===== src/rtl/jtag_bus_sequencer_if.sv =====
// Register-bus connection between jtag_bus_sequencer (master) and a register
// slave. One request/acknowledge transaction at a time.
//   bus_req   : transaction request, held until bus_ack or timeout
//   bus_we    : 1 = write, valid only while bus_req is high
//   bus_addr  : transaction address
//   bus_wdata : write data
//   bus_ack   : slave completion, sampled on the rising clock edge
//   bus_rdata : read data, valid together with bus_ack
interface jtag_bus_sequencer_if #(
  parameter int ADDR_W = 7,
  parameter int DATA_W = 8
);
  logic              bus_req;
  logic              bus_we;
  logic [ADDR_W-1:0] bus_addr;
  logic [DATA_W-1:0] bus_wdata;
  logic              bus_ack;
  logic [DATA_W-1:0] bus_rdata;

  modport master (
    output bus_req, bus_we, bus_addr, bus_wdata,
    input  bus_ack, bus_rdata
  );

  modport slave (
    input  bus_req, bus_we, bus_addr, bus_wdata,
    output bus_ack, bus_rdata
  );
endinterface


===== src/rtl/jtag_bus_sequencer.sv =====
// Turns 16-bit USER1 DR scans into single register-bus transactions.
// Owns the USER1 DR shift register, runs a two-state request FSM with a
// wait-cycle timeout, and reports status through the Capture-DR frame.
// Ports:
//   tckutap     : only clock (user-TAP TCK)
//   reset       : asynchronous active-high reset
//   usr1user    : USER1 selected; gates every strobe
//   captureuser : Capture-DR strobe
//   shiftuser   : Shift-DR strobe
//   updateuser  : Update-DR strobe
//   tdiutap     : TDI in
//   tdouser     : TDO out, updated on the falling edge
//   busy        : transaction outstanding
//   bus         : register-bus master side
// Command frame : [15] wr, [14:8] addr, [7:0] data.
// Capture frame : [15] 1, [14:11] seq, [10] overrun, [9] err, [8] busy,
//                 [7:0] last read data.
module jtag_bus_sequencer #(
  parameter int ADDR_W  = 7,
  parameter int DATA_W  = 8,
  parameter int TIMEOUT = 15
) (
  input  logic tckutap,
  input  logic reset,
  input  logic usr1user,
  input  logic captureuser,
  input  logic shiftuser,
  input  logic updateuser,
  input  logic tdiutap,
  output logic tdouser,
  output logic busy,
  jtag_bus_sequencer_if.master bus
);

  typedef enum logic {IDLE, REQ} state_t;

  // Last wait-counter value before the timeout edge: bus_req stays high for
  // exactly TIMEOUT cycles.
  localparam logic [7:0] WAIT_LAST = 8'(TIMEOUT - 1);

  state_t            state;
  logic [15:0]       sr;
  logic [7:0]        wait_cnt;
  logic              req_reg;
  logic              we_reg;
  logic              busy_reg;
  logic [ADDR_W-1:0] addr_reg;
  logic [DATA_W-1:0] wdata_reg;
  logic [DATA_W-1:0] rdata_reg;
  logic [3:0]        seq_reg;
  logic              err_reg;
  logic              ovr_reg;

  logic cap, sh, upd;
  logic ack_hit, timeout_hit, ovr_set;
  logic [15:0] frame;

  assign cap = usr1user & captureuser;
  assign sh  = usr1user & shiftuser;
  assign upd = usr1user & updateuser;

  // Ack wins over a timeout falling on the same edge.
  assign ack_hit     = (state == REQ) & bus.bus_ack;
  assign timeout_hit = (state == REQ) & ~bus.bus_ack & (wait_cnt == WAIT_LAST);
  assign ovr_set     = (state == REQ) & upd;

  assign frame = {1'b1, seq_reg, ovr_reg, err_reg, busy_reg, rdata_reg};

  always_ff @(posedge tckutap or posedge reset) begin
    if (reset) begin
      state     <= IDLE;
      sr        <= '0;
      wait_cnt  <= '0;
      req_reg   <= 1'b0;
      we_reg    <= 1'b0;
      busy_reg  <= 1'b0;
      addr_reg  <= '0;
      wdata_reg <= '0;
      rdata_reg <= '0;
      seq_reg   <= '0;
      err_reg   <= 1'b0;
      ovr_reg   <= 1'b0;
    end else begin
      // Capture beats shift on the same edge.
      if (cap) begin
        sr <= frame;
      end else if (sh) begin
        sr <= {tdiutap, sr[15:1]};
      end

      // Sticky flags: a capture clears them, a set on that edge survives.
      err_reg <= timeout_hit | (err_reg & ~cap);
      ovr_reg <= ovr_set | (ovr_reg & ~cap);

      case (state)
        IDLE: begin
          if (upd) begin
            addr_reg  <= sr[14:8];
            wdata_reg <= sr[7:0];
            we_reg    <= sr[15];
            wait_cnt  <= '0;
            req_reg   <= 1'b1;
            busy_reg  <= 1'b1;
            state     <= REQ;
          end
        end
        REQ: begin
          if (ack_hit) begin
            if (!we_reg) begin
              rdata_reg <= bus.bus_rdata;
            end
            seq_reg  <= seq_reg + 4'd1;
            req_reg  <= 1'b0;
            we_reg   <= 1'b0;
            busy_reg <= 1'b0;
            state    <= IDLE;
          end else if (timeout_hit) begin
            req_reg  <= 1'b0;
            we_reg   <= 1'b0;
            busy_reg <= 1'b0;
            state    <= IDLE;
          end else begin
            wait_cnt <= wait_cnt + 8'd1;
          end
        end
        default: state <= IDLE;
      endcase
    end
  end

  // TDO changes on the falling edge so the host samples it stable.
  always_ff @(negedge tckutap or posedge reset) begin
    if (reset) begin
      tdouser <= 1'b0;
    end else begin
      tdouser <= usr1user ? sr[0] : 1'b0;
    end
  end

  assign busy          = busy_reg;
  assign bus.bus_req   = req_reg;
  assign bus.bus_we    = we_reg;
  assign bus.bus_addr  = addr_reg;
  assign bus.bus_wdata = wdata_reg;

endmodule


===== src/flat_wrapper.sv =====
// flat-port wrapper written by rule: the top's interface ports become plain ports
module jtag_bus_sequencer_flat 
#(
  parameter int ADDR_W  = 7,
  parameter int DATA_W  = 8,
  parameter int TIMEOUT = 15
)
  (tckutap, reset, usr1user, captureuser, shiftuser, updateuser, tdiutap, tdouser, busy, bus_bus_req, bus_bus_we, bus_bus_addr, bus_bus_wdata, bus_bus_ack, bus_bus_rdata);
  jtag_bus_sequencer_if #(.ADDR_W(ADDR_W), .DATA_W(DATA_W)) bus_i ();
  input  logic tckutap;
  input  logic reset;
  input  logic usr1user;
  input  logic captureuser;
  input  logic shiftuser;
  input  logic updateuser;
  input  logic tdiutap;
  output logic tdouser;
  output logic busy;
  output wire logic [$bits(bus_i.bus_req)-1:0] bus_bus_req;
  output wire logic [$bits(bus_i.bus_we)-1:0] bus_bus_we;
  output wire logic [$bits(bus_i.bus_addr)-1:0] bus_bus_addr;
  output wire logic [$bits(bus_i.bus_wdata)-1:0] bus_bus_wdata;
  input wire logic [$bits(bus_i.bus_ack)-1:0] bus_bus_ack;
  input wire logic [$bits(bus_i.bus_rdata)-1:0] bus_bus_rdata;
  assign bus_bus_req = bus_i.bus_req;
  assign bus_bus_we = bus_i.bus_we;
  assign bus_bus_addr = bus_i.bus_addr;
  assign bus_bus_wdata = bus_i.bus_wdata;
  assign bus_i.bus_ack = bus_bus_ack;
  assign bus_i.bus_rdata = bus_bus_rdata;
  jtag_bus_sequencer #(.ADDR_W(ADDR_W), .DATA_W(DATA_W), .TIMEOUT(TIMEOUT)) u_core (.tckutap(tckutap), .reset(reset), .usr1user(usr1user), .captureuser(captureuser), .shiftuser(shiftuser), .updateuser(updateuser), .tdiutap(tdiutap), .tdouser(tdouser), .busy(busy), .bus(bus_i));
endmodule

===== config.mk =====
export PLATFORM = sky130hd
export DESIGN_NAME = jtag_bus_sequencer_flat
export DESIGN_NICKNAME = d
export VERILOG_FILES = /design/src/rtl/jtag_bus_sequencer_if.sv /design/src/rtl/jtag_bus_sequencer.sv /design/src/flat_wrapper.sv
export SDC_FILE = /design/constraint.sdc
export NUM_CORES = 1
export LEC_CHECK = 0
export CORE_UTILIZATION = 45
export DETAILED_ROUTE_END_ITERATION = 10
export HOLD_SLACK_MARGIN = 0.1
export PLACE_DENSITY_LB_ADDON = 0.3
export SLEW_MARGIN = 20
export SYNTH_ARGS = -nofsm -noshare
export SYNTH_HDL_FRONTEND = slang
export SYNTH_SLANG_ARGS = --single-unit

===== constraint.sdc =====
create_clock -name tckutap -period 2.3 [get_ports tckutap]
set_input_delay 0.345 -clock tckutap [delete_from_list [all_inputs] [get_ports tckutap]]
set_output_delay 0.345 -clock tckutap [all_outputs]
set_load 0.01 [all_outputs]

==> key figures, run 1 <==
Outcome
  • Status: finished, violations left
  • Failing checks: negative setup slack

Clock network
  • Worst-Skew Late Latency: 0.34 ns
  • H-tree Lvls: 3
  • Hold buffers post-CTS: 0
  • Worst-path clk slew: 0.06 ns
  • Buffer depth of the longest clock path: 2
  • CTS tree: built
  • Clock root cell: clkbuf_8
  • CTS buffer count: 9
  • Setup bufs post-CTS: 0
  • CTS Sinks: 57

Critical path
  • Critical-path cell list: buf_6
  • Worst setup path class: flip-flop to primary output
  • Worst path buffer plus inverter count: 1
  • Crit path DAT: 1.97 ns
  • Slowest CP cell: dfrtn_1
  • Crit-path max FO: 1
  • Stages on the worst setup path: 1
  • Worst Path Required: 1.96 ns
  • Biggest cell delay along the critical path: 0.40 ns
  • R2R depth: 6
  • Critical Path Source Type: flip-flop
  • Worst setup EP type: primary output
  • Crit-path leading delay family: flip-flops

Die
  • Die Y: 75.7 um
  • Core Area: 0.00517 sq mm
  • Die ar.: 0.00574 sq mm
  • Die width: 75.7 um
  • Number of I/O pins: 35
  • FP Rows: 26
  • Initial core utilization: 47.3%

Detailed routing
  • Avg WL per Cell: 14.0 um
  • DRC viols: 0
  • 1st-pass router iterations: 4
  • Initial DRC Count: 63
  • Post-DRT Antenna Nets: 0
  • Drt via density: 5.07
  • Drt total wl: 4890 um
  • DR vias: 1766

Timing
  • Max_slew headroom: 53.3%
  • Slew Limit Fails: 0
  • Skew final: 0.0110 ns
  • RSZ-0062 raised after global routing: true
  • Setup total negative slack: -0.0179 ns
  • Final WS setup: -0.0179 ns
  • Final setup fails: 1
  • Worst-Margin Slew: 0.701 ns
  • Number of hold violations in the final report: 0

Synthesis
  • Area of the mapped netlist: 0.00245 sq mm
  • Synth top area cells: dfrtp_1 57%, nand2_1 10%, mux2i_1 7.0%
  • Post-synth top area cell: dfrtp_1
  • Synth top area share: 57.3%
  • Synth warnings: 0
  • Sequential cell area fraction in the yosys report: 58.3%
  • Top_reg_cell synth: dfrtp_1
  • #FFs+latches synth: 57
  • Mean Syn Cell Area: 10.5 sq um
  • Most common cell in the netlist: nand2_1
  • Count of cell types in the netlist: 37
  • Top cells by count, synth: 68 x nand2_1, 56 x dfrtp_1, 23 x o21ai_0
  • Syn Inst Count: 232
  • Async set-reset flop share out of synthesis: 100%
  • Post-Syn Nets: 251
  • Post-synth EDFFs: 0

Place
  • Pre-CTS setup slack: -0.0808 ns
  • Count of input and output buffers: 34
  • Placed cell count: 332
  • Placed cell area: 0.00289 sq mm
  • Post-DP HPWL: 3220 um
  • GP Congestion: 0.818

Global routing
  • Largest net degree at the start of global routing: 57
  • Tot GR Track Use: 20.2%
  • Vias in the first global route: 1653
  • GRT overflow: 0
  • First-pass GRT wire length: 8050 um
  • Initial antenna violation count: 0

Min path
  • Hold Path Depth: 1
  • HP Class: flip-flop to flip-flop

Power and ir drop
  • Pwr dens: 1010 mW/mm^2
  • Sequential Power Share: 48.1%
  • Sw Pwr: 0.000904 W
  • P_leak: 1.48 nW
  • Comb pwr share: 22.4%
  • Clk pwr share: 29.5%
  • Sw frac: 29.0%
  • Internal power: 0.00222 W
  • Worst vdd ir: 435 uV

Cells and area
  • Non-Filler Instances: 348
  • Fillers: 433
  • Final core occ: 59.7%
  • Final instance area: 0.00309 sq mm
  • Diode count: 0
  • Area Overhead vs Synth: 26.1%
  • Largest Register: u_core.sr
  • Share of cells above drive strength 1: 13.7%
  • Final nets: 292
  • Max reg flops: 16

Run
  • Max-cap violations: 0
-- power by group through the flow --
| stage | sequential [W] | clock (W) | combinational [W] |
|---|---|---|---|
| floorplan | 0.00150 | 0 | 0.000376 |
| global placement | 0.00151 | 0 | 0.000685 |
| detailed placement | 0.00152 | 0 | 0.000708 |
| CTS | 0.00151 | 0.000938 | 0.000709 |
| global route | 0.00154 | 0.000986 | 0.000799 |
| finish | 0.00150 | 0.000921 | 0.000700 |
-- area by class of cell --
type	count	area, sq um	share of cell area [%]
clock inverters	5	55.1	1.78
multi-input cells	160	960	31.1
well taps	70	87.6	2.84
repair buffers	42	402	13.0
clock buffers	11	141	4.58
flip-flops and latches	57	1430	46.2
inverters	3	15.0	0.486
-- final timing paths --
kind | startpoint | endpoint | slack, ns
max | u_core.tdouser$_DFF_NP0_ | tdouser | -0.02
min | u_core.seq_reg[3]$_DFFE_PP0P_ | u_core.seq_reg[3]$_DFFE_PP0P_ | 0.47
max reg2reg | u_core.wait_cnt[0]$_DFFE_PP0P_ | u_core.bus.bus_req$_DFFE_PP0P_ | 0.29
min reg2reg | u_core.seq_reg[3]$_DFFE_PP0P_ | u_core.seq_reg[3]$_DFFE_PP0P_ | 0.47
max in group asynchronous | reset | u_core.tdouser$_DFF_NP0_ | 0.84
min in group asynchronous | reset | u_core.seq_reg[1]$_DFFE_PP0P_ | 0.67
-- per-layer routing --
metal  track usage (%)  part of all wire (%)
met5                 0                     0
met4              9.26                   2.5
met3              8.33                   5.0
met2              30.0                    47
met1              25.8                    45
-- repair_timing --
item,CTS,global route
endpoints found under the hold margin,0,0
resized for setup,4,1
endpoints found under the setup margin,1,1
-- cells in the final DEF, fill, tap and decap left out, types with 2 or more instances in the layout --
cell type,instances
a21oi_1,2
a31oi_1,2
buf_4,8
clkbuf_8,10
clkdlybuf4s50_1,33
clkinv_2,2
clkinvlp_4,3
dfrtp_1,56
ha_1,3
inv_1,2
mux2_2,9
mux2i_1,17
nand2_1,68
nand3_1,8
nor2_1,4
nor2b_1,2
o21ai_0,22
xnor2_1,2
xor2_1,2
-- per-stage QoR --
stage | power [W] | hold slack [ns]
after global placement | 0.00219 | 0.457
after global routing | 0.00333 | 0.512
after floorplan | 0.00188 | 0.432
after detailed placement | 0.00223 | 0.461
final | 0.00312 | 0.468
after CTS | 0.00315 | 0.472
-- cells by family after synthesis --
| logic type | after synthesis | share of synthesized area, % |
|---|---|---|
| AND/OR/NAND/NOR | 91 | 15.9 |
| flip-flops | 57 | 58.3 |
| AO/OA/AOI/OAI | 36 | 9.25 |
| multiplexers | 26 | 11.1 |
| buffers and inverters | 15 | 2.50 |
| XOR/XNOR | 4 | 1.43 |
| adder cells (fa/ha/maj) | 3 | 1.53 |
No activity file was read; power rests on OpenSTA's default activity.
==> inputs of run 2 (changes only) <==
CELL_PAD_IN_SITES_DETAIL_PLACEMENT = 1   (was default)
CELL_PAD_IN_SITES_GLOBAL_PLACEMENT = 1   (was default)
CORE_UTILIZATION = 42   (was 45)
==> key figures, run 2 (synthesized netlist as in run 1, its figures left out) <==
Outcome
  • Status: finished, violations left (unchanged)
  • Failing checks: negative setup slack (unchanged)

Timing
  • Final setup fails: 1 (unchanged)
  • Max_slew headroom: 52.0% (was 53.3%)
  • Number of hold violations in the final report: 0 (unchanged)
  • RSZ-0062 raised after global routing: true (unchanged)
  • Worst-Margin Slew: 0.720 ns (was 0.701 ns)
  • Skew final: 0.0128 ns (was 0.0110 ns)
  • Setup total negative slack: -0.00295 ns (was -0.0179 ns)
  • Slew Limit Fails: 0 (unchanged)
  • Final WS setup: -0.00295 ns (was -0.0179 ns)

Detailed routing
  • Post-DRT Antenna Nets: 0 (unchanged)
  • Drt total wl: 5500 um (was 4890 um)
  • Avg WL per Cell: 15.7 um (was 14.0 um)
  • Initial DRC Count: 73 (was 63)
  • Drt via density: 5.17 (was 5.07)
  • DRC viols: 0 (unchanged)
  • DR vias: 1813 (was 1766)
  • 1st-pass router iterations: 4 (unchanged)

Cells and area
  • Multi-input gate area: 960 sq um (unchanged)
  • Share of cells above drive strength 1: 13.3% (was 13.7%)
  • Non-Filler Instances: 351 (was 348)
  • Largest Register: u_core.sr (unchanged)
  • Diode count: 0 (unchanged)
  • Final instance area: 0.00308 sq mm (was 0.00309 sq mm)
  • Most frequent cells in the layout: 68 x nand2_1, 56 x dfrtp_1, 33 x clkdlybuf4s50_1 (unchanged)
  • Final nets: 293 (was 292)
  • Area Overhead vs Synth: 26.0% (was 26.1%)
  • Commonest non-fill, non-tap cell in the layout: nand2_1 (unchanged)
  • Max reg flops: 16 (unchanged)
  • Fillers: 633 (was 433)
  • Sequential Area: 0.00143 sq mm (unchanged)

Power and ir drop
  • Pwr dens: 1010 mW/mm^2 (about the same)
  • Clk pwr share: 29.0% (was 29.5%)
  • Comb pwr share: 22.9% (was 22.4%)
  • Internal power: 0.00222 W (about the same)
  • Sw frac: 29.0% (about the same)
  • Sw Pwr: 0.000907 W (was 0.000904 W)
  • Worst vdd ir: 443 uV (was 435 uV)
  • Sequential Power Share: 48.1% (about the same)
  • P_leak: 1.48 nW (about the same)

Global routing
  • Initial antenna violation count: 0 (unchanged)
  • Largest net degree at the start of global routing: 57 (unchanged)
  • Tot GR Track Use: 21.2% (was 20.2%)
  • First-pass GRT wire length: 9670 um (was 8050 um)
  • GRT overflow: 0 (unchanged)
  • Vias in the first global route: 2003 (was 1653)

Critical path
  • Biggest cell delay along the critical path: 0.37 ns (was 0.40 ns)
  • Crit-path leading delay family: flip-flops (unchanged)
  • Critical Path Source Type: flip-flop (unchanged)
  • Worst path buffer plus inverter count: 1 (unchanged)
  • Critical R2R Launch: u_core.wait_cnt[0]$_DFFE_PP0P_ (unchanged)
  • Worst setup EP type: primary output (unchanged)
  • Crit path DAT: 1.96 ns (was 1.97 ns)
  • Worst Path Required: 1.96 ns (about the same)
  • Flop2flop setup slack: 0.29 ns (about the same)
  • Worst setup path class: flip-flop to primary output (unchanged)
  • Crit-path max FO: 1 (unchanged)
  • RR Endpoint: u_core.bus.bus_req$_DFFE_PP0P_ (unchanged)
  • Critical-path cell list: buf_2 (was buf_6)
  • R2R depth: 6 (unchanged)
  • Slowest CP cell: dfrtn_1 (unchanged)

Die
  • FP Rows: 27 (was 26)
  • Die Y: 78.3 um (was 75.7 um)
  • Die ar.: 0.00614 sq mm (was 0.00574 sq mm)
  • Core Area: 0.00557 sq mm (was 0.00517 sq mm)
  • Number of I/O pins: 35 (unchanged)
  • Die width: 78.3 um (was 75.7 um)
  • Initial core utilization: 43.9% (was 47.3%)

Run
  • Max-cap violations: 0 (unchanged)

Place
  • Pre-CTS setup slack: -0.0788 ns (was -0.0808 ns)
  • Post-DP HPWL: 3710 um (was 3220 um)
  • GP Congestion: 0.791 (was 0.818)
  • Count of input and output buffers: 34 (unchanged)
  • Placed cell count: 335 (was 332)
  • Placed cell area: 0.00290 sq mm (was 0.00289 sq mm)

Clock network
  • CTS tree: built (unchanged)
  • CTS Sinks: 57 (unchanged)
  • Buffer depth of the longest clock path: 2 (unchanged)
  • Setup bufs post-CTS: 0 (unchanged)
  • Clock root cell: clkbuf_8 (unchanged)
  • Worst-path clk slew: 0.06 ns (about the same)
  • Worst-Skew Late Latency: 0.33 ns (was 0.34 ns)
  • H-tree Lvls: 3 (unchanged)
  • CTS buffer count: 9 (unchanged)
  • Hold buffers post-CTS: 0 (unchanged)

Min path
  • HP Class: flip-flop to flip-flop (unchanged)
  • Hold Path Sink: u_core.bus.bus_wdata[0]$_DFFE_PP0P_ (was u_core.seq_reg[3]$_DFFE_PP0P_)
  • Hold Path Depth: 2 (was 1)
  • Hold_sp: u_core.bus.bus_wdata[0]$_DFFE_PP0P_ (was u_core.seq_reg[3]$_DFFE_PP0P_)
-- run 2: changes by cell type in the layout (fill, tap and decap cells not counted) --
cell / change
buf_2: +1
buf_4: +1
buf_6: -1
clkbuf_1: +2
clkinvlp_4: -2
-- run 2: per-stage QoR --
| step | util, % | total power (W) | hold WS (ns) |
|---|---|---|---|
| 6_report | 55.3 | 0.00313 | 0.471 |
| 4_1_cts | 55.3 | 0.00318 | 0.476 |
| 5_1_grt | 55.3 | 0.00333 | 0.480 |
| 3_3_place_gp | 52.0 | 0.00220 | 0.458 |
| 3_5_place_dp | 52.0 | 0.00225 | 0.462 |
| 2_1_floorplan | - | 0.00188 | 0.432 |
-- run 2: how the worst max path moves through the flow --
stage,start,end,slack (ns),depth (start not counted)
after floorplan,reset,u_core.tdouser$_DFF_NP0_,0.30,1
after global placement,u_core.tdouser$_DFF_NP0_,tdouser,-0.08,1
after detailed placement,u_core.tdouser$_DFF_NP0_,tdouser,-0.08,1
after CTS,u_core.tdouser$_DFF_NP0_,tdouser,-0.02,1
after global routing,u_core.tdouser$_DFF_NP0_,tdouser,-0.05,1
final,u_core.tdouser$_DFF_NP0_,tdouser,-0.003,1
-- run 2: cell type report --
| cell class | count | share of cell area, % |
|---|---|---|
| Multi-Input combinational cell | 160 | 31.1 |
| Timing Repair Buffer | 43 | 13.1 |
| Clock buffer | 13 | 4.83 |
| Sequential cell | 57 | 46.3 |
| Tap cell | 72 | 2.92 |
| Clock inverter | 3 | 1.30 |
| Inverter | 3 | 0.487 |
-- run 2: repair_timing --
item,in CTS,in global routing
resized for setup,4,0
pin swaps,0,0
setup endpoints to repair,1,1
-- run 2: per-layer routing --
| layer | up-vias | global-route usage, % | routed length [um] |
|---|---|---|---|
| li1 | 864 | - | - |
| met1 | 907 | 26.3 | 2480 |
| met2 | 31 | 34.7 | 2730 |
| met3 | 11 | 4.19 | 157 |
| met4 | 0 | 11.3 | 122 |
| met5 | - | 0 | 0 |
-- run 2: power groups by stage --
stage | Combinational, W | Sequential, W | Clock (W)
detailed placement | 0.000728 | 0.00152 | 0
global placement | 0.000693 | 0.00151 | 0
global route | 0.000805 | 0.00155 | 0.000980
CTS | 0.000733 | 0.00151 | 0.000939
floorplan | 0.000376 | 0.00150 | 0
finish | 0.000715 | 0.00150 | 0.000907
==> patch: new RTL, config.mk and constraints of run 1 <==
`TIMEOUT` is set to 15 in 2 places; all go to 8.
--- a/src/rtl/jtag_bus_sequencer.sv
+++ b/src/rtl/jtag_bus_sequencer.sv
@@ -20,3 +20,3 @@
   parameter int DATA_W  = 8,
-  parameter int TIMEOUT = 15
+  parameter int TIMEOUT = 8
 ) (
--- a/src/flat_wrapper.sv
+++ b/src/flat_wrapper.sv
@@ -5,3 +5,3 @@
   parameter int DATA_W  = 8,
-  parameter int TIMEOUT = 15
+  parameter int TIMEOUT = 8
 )
Function: not checked (the comparison handles one clock edge and no latches or derived clocks); the edit may change what the design does.
==> patch against run 1 <==
- the flow still finishes with violations (negative setup slack)
- clock skew is 3.3 ps lower
- sequential share of layout area rose by 0.36 points
- worst setup slack better by 12 ps
- count of clock-buffer cells in the layout up 2
- area after synthesis up 0.20%
- die area grew 0.20%
- total power about the same
- final area decreased by 0.77%
- sequential power about the same
- sequential cell count stayed put
- routed wire length fell by 1.5%
- critical path type unchanged
==> patch: results <==
metrics = {
    "synthesis": {
        "yosys-top-cells-count": "nand2_1 (70), dfrtp_1 (56), o21ai_0 (21)",
        "synth_top_cells_by_area": "dfrtp_1 (57%), nand2_1 (11%), mux2i_1 (6.5%), o21ai_0 (4.3%), mux2_2 (4.1%)",
        "yosys_warnings": 0,
        "synthDistinctLibCells": 40,
        "seq_area_frac_synth": 0.582,
        "async_reset_ff_frac": 1.00,
        "syn_nets": 252,
    },
    "global_routing": {
        "antenna_found_initial": 0,
        "first_global_vias": 1635,
        "grtUsageTotal": 0.188,
        "grt_pass1_wl_mm": 7.72,
    },
    "critical_path": {
        "r2r-start": "u_core.sr[0]",
        "cpLargestDelayFamily": "flip-flops",
        "r2r_end": "u_core.tdouser",
        "r2r_cells": 1,
        "slowest_delay_ps": 370,
        "rrSetupSlack_ps": 470,
        "cp-startpoint": "u_core.tdouser",
    },
    "drt": {
        "wl_met1_mm": 2.26,
        "dr.pass1.iters": 4,
        "vias": 1761,
        "wl_per_cell_um": 13.9,
        "met3_length_um": 169,
        "met2_length_mm": 2.33,
        "first_iter_violations": 92,
    },
    "cts": {
        "htreeDepth": 3,
        "clk_latency_ps": 330,
    },
    "finish": {
        "nNetsFinal": 290,
        "drive_gt1_frac": 0.152,
        "diodes": 0,
        "n_fill_cell": 446,
    },
    "power_and_ir_drop": {
        "ir_drop_v": 0.000561,
        "p_leak_nw": 1.47,
    },
    "outcome": {
        "violations": "negative setup slack",
        "status": "finished, violations left",
    },
    "place": {
        "placed_cell_area_mm2": 0.00287,
        "dp_hpwl_mm": 3.10,
        "gp_congestion": 0.825,
    },
    "hold_path": {
        "worstHoldPathCells": 2,
        "worstHoldStart": "u_core.bus.bus_addr[3]",
        "min_path_type": "reg -> reg",
        "holdPathEnd": "u_core.bus.bus_addr[3]",
    },
    "timing": {
        "setup_ws_ps": -5.44,
        "max_slew_margin": 0.536,
        "worst_clock_skew_ps": 7.71,
        "hold-worst-slack_ps": 472,
        "final-setup-viol-count": 1,
    },
}
-- patch: changes by cell type after synthesis, sizes merged, moves of 2 or more --
cell,run 1,this run
buf,3,5
or4,0,3
o21ai,23,21
nor2,4,6
nand3,8,5
-- patch: metrics by stage --
step / util / instances / setup WS, ps / TNS [ps]
2_1_floorplan: - / 234 / 301 / 0
3_3_place_gp: 0.555 / 331 / -80.1 / -80.1
3_5_place_dp: 0.555 / 331 / -79.1 / -79.1
4_1_cts: 0.592 / 347 / -16.1 / -16.1
5_1_grt: 0.592 / 347 / -39.0 / -39.0
6_report: 0.592 / 347 / -5.44 / -5.44
-- patch: repair_timing --
action,4_1_cts,5_1_grt
endpoints found under the hold margin,0,0
resized for setup,4,0
cloned,0,0
endpoints found under the setup margin,1,1
-- patch: logic make-up (layout without fill, tap and decap cells) --
logic type / after synthesis / count (layout) / synth area share
AND/OR/NAND/NOR: 95 / 95 / 0.174
multiplexers: 25 / 25 / 0.107
XOR/XNOR: 3 / 3 / 0.0107
adder cells (fa/ha/maj): 2 / 2 / 0.0102
flip-flops: 57 / 57 / 0.582
buffers and inverters: 17 / 60 / 0.0306
AO/OA/AOI/OAI: 35 / 35 / 0.0862
-- patch: final cells by class --
type	instances	area, um^2	area share
Sequential cell	57	1430	0.466
Multi-Input combinational cell	160	951	0.310
Timing Repair Buffer	40	380	0.124
Clock buffer	13	159	0.0519
Tap cell	70	87.6	0.0286
Clock inverter	3	40.0	0.0131
Inverter	4	18.8	0.00613
-- patch: per-layer routing --
layer,up-vias,track usage
li1,865,-
met1,856,0.251
met2,33,0.287
met3,7,0.0357
met4,0,0.105
met5,-,0
-- patch: report_power, final --
| group | internal (mW) | switching (mW) |
|---|---|---|
| Combinational | 0.394 | 0.296 |
| Clock | 0.556 | 0.373 |
| Sequential | 1.29 | 0.209 |
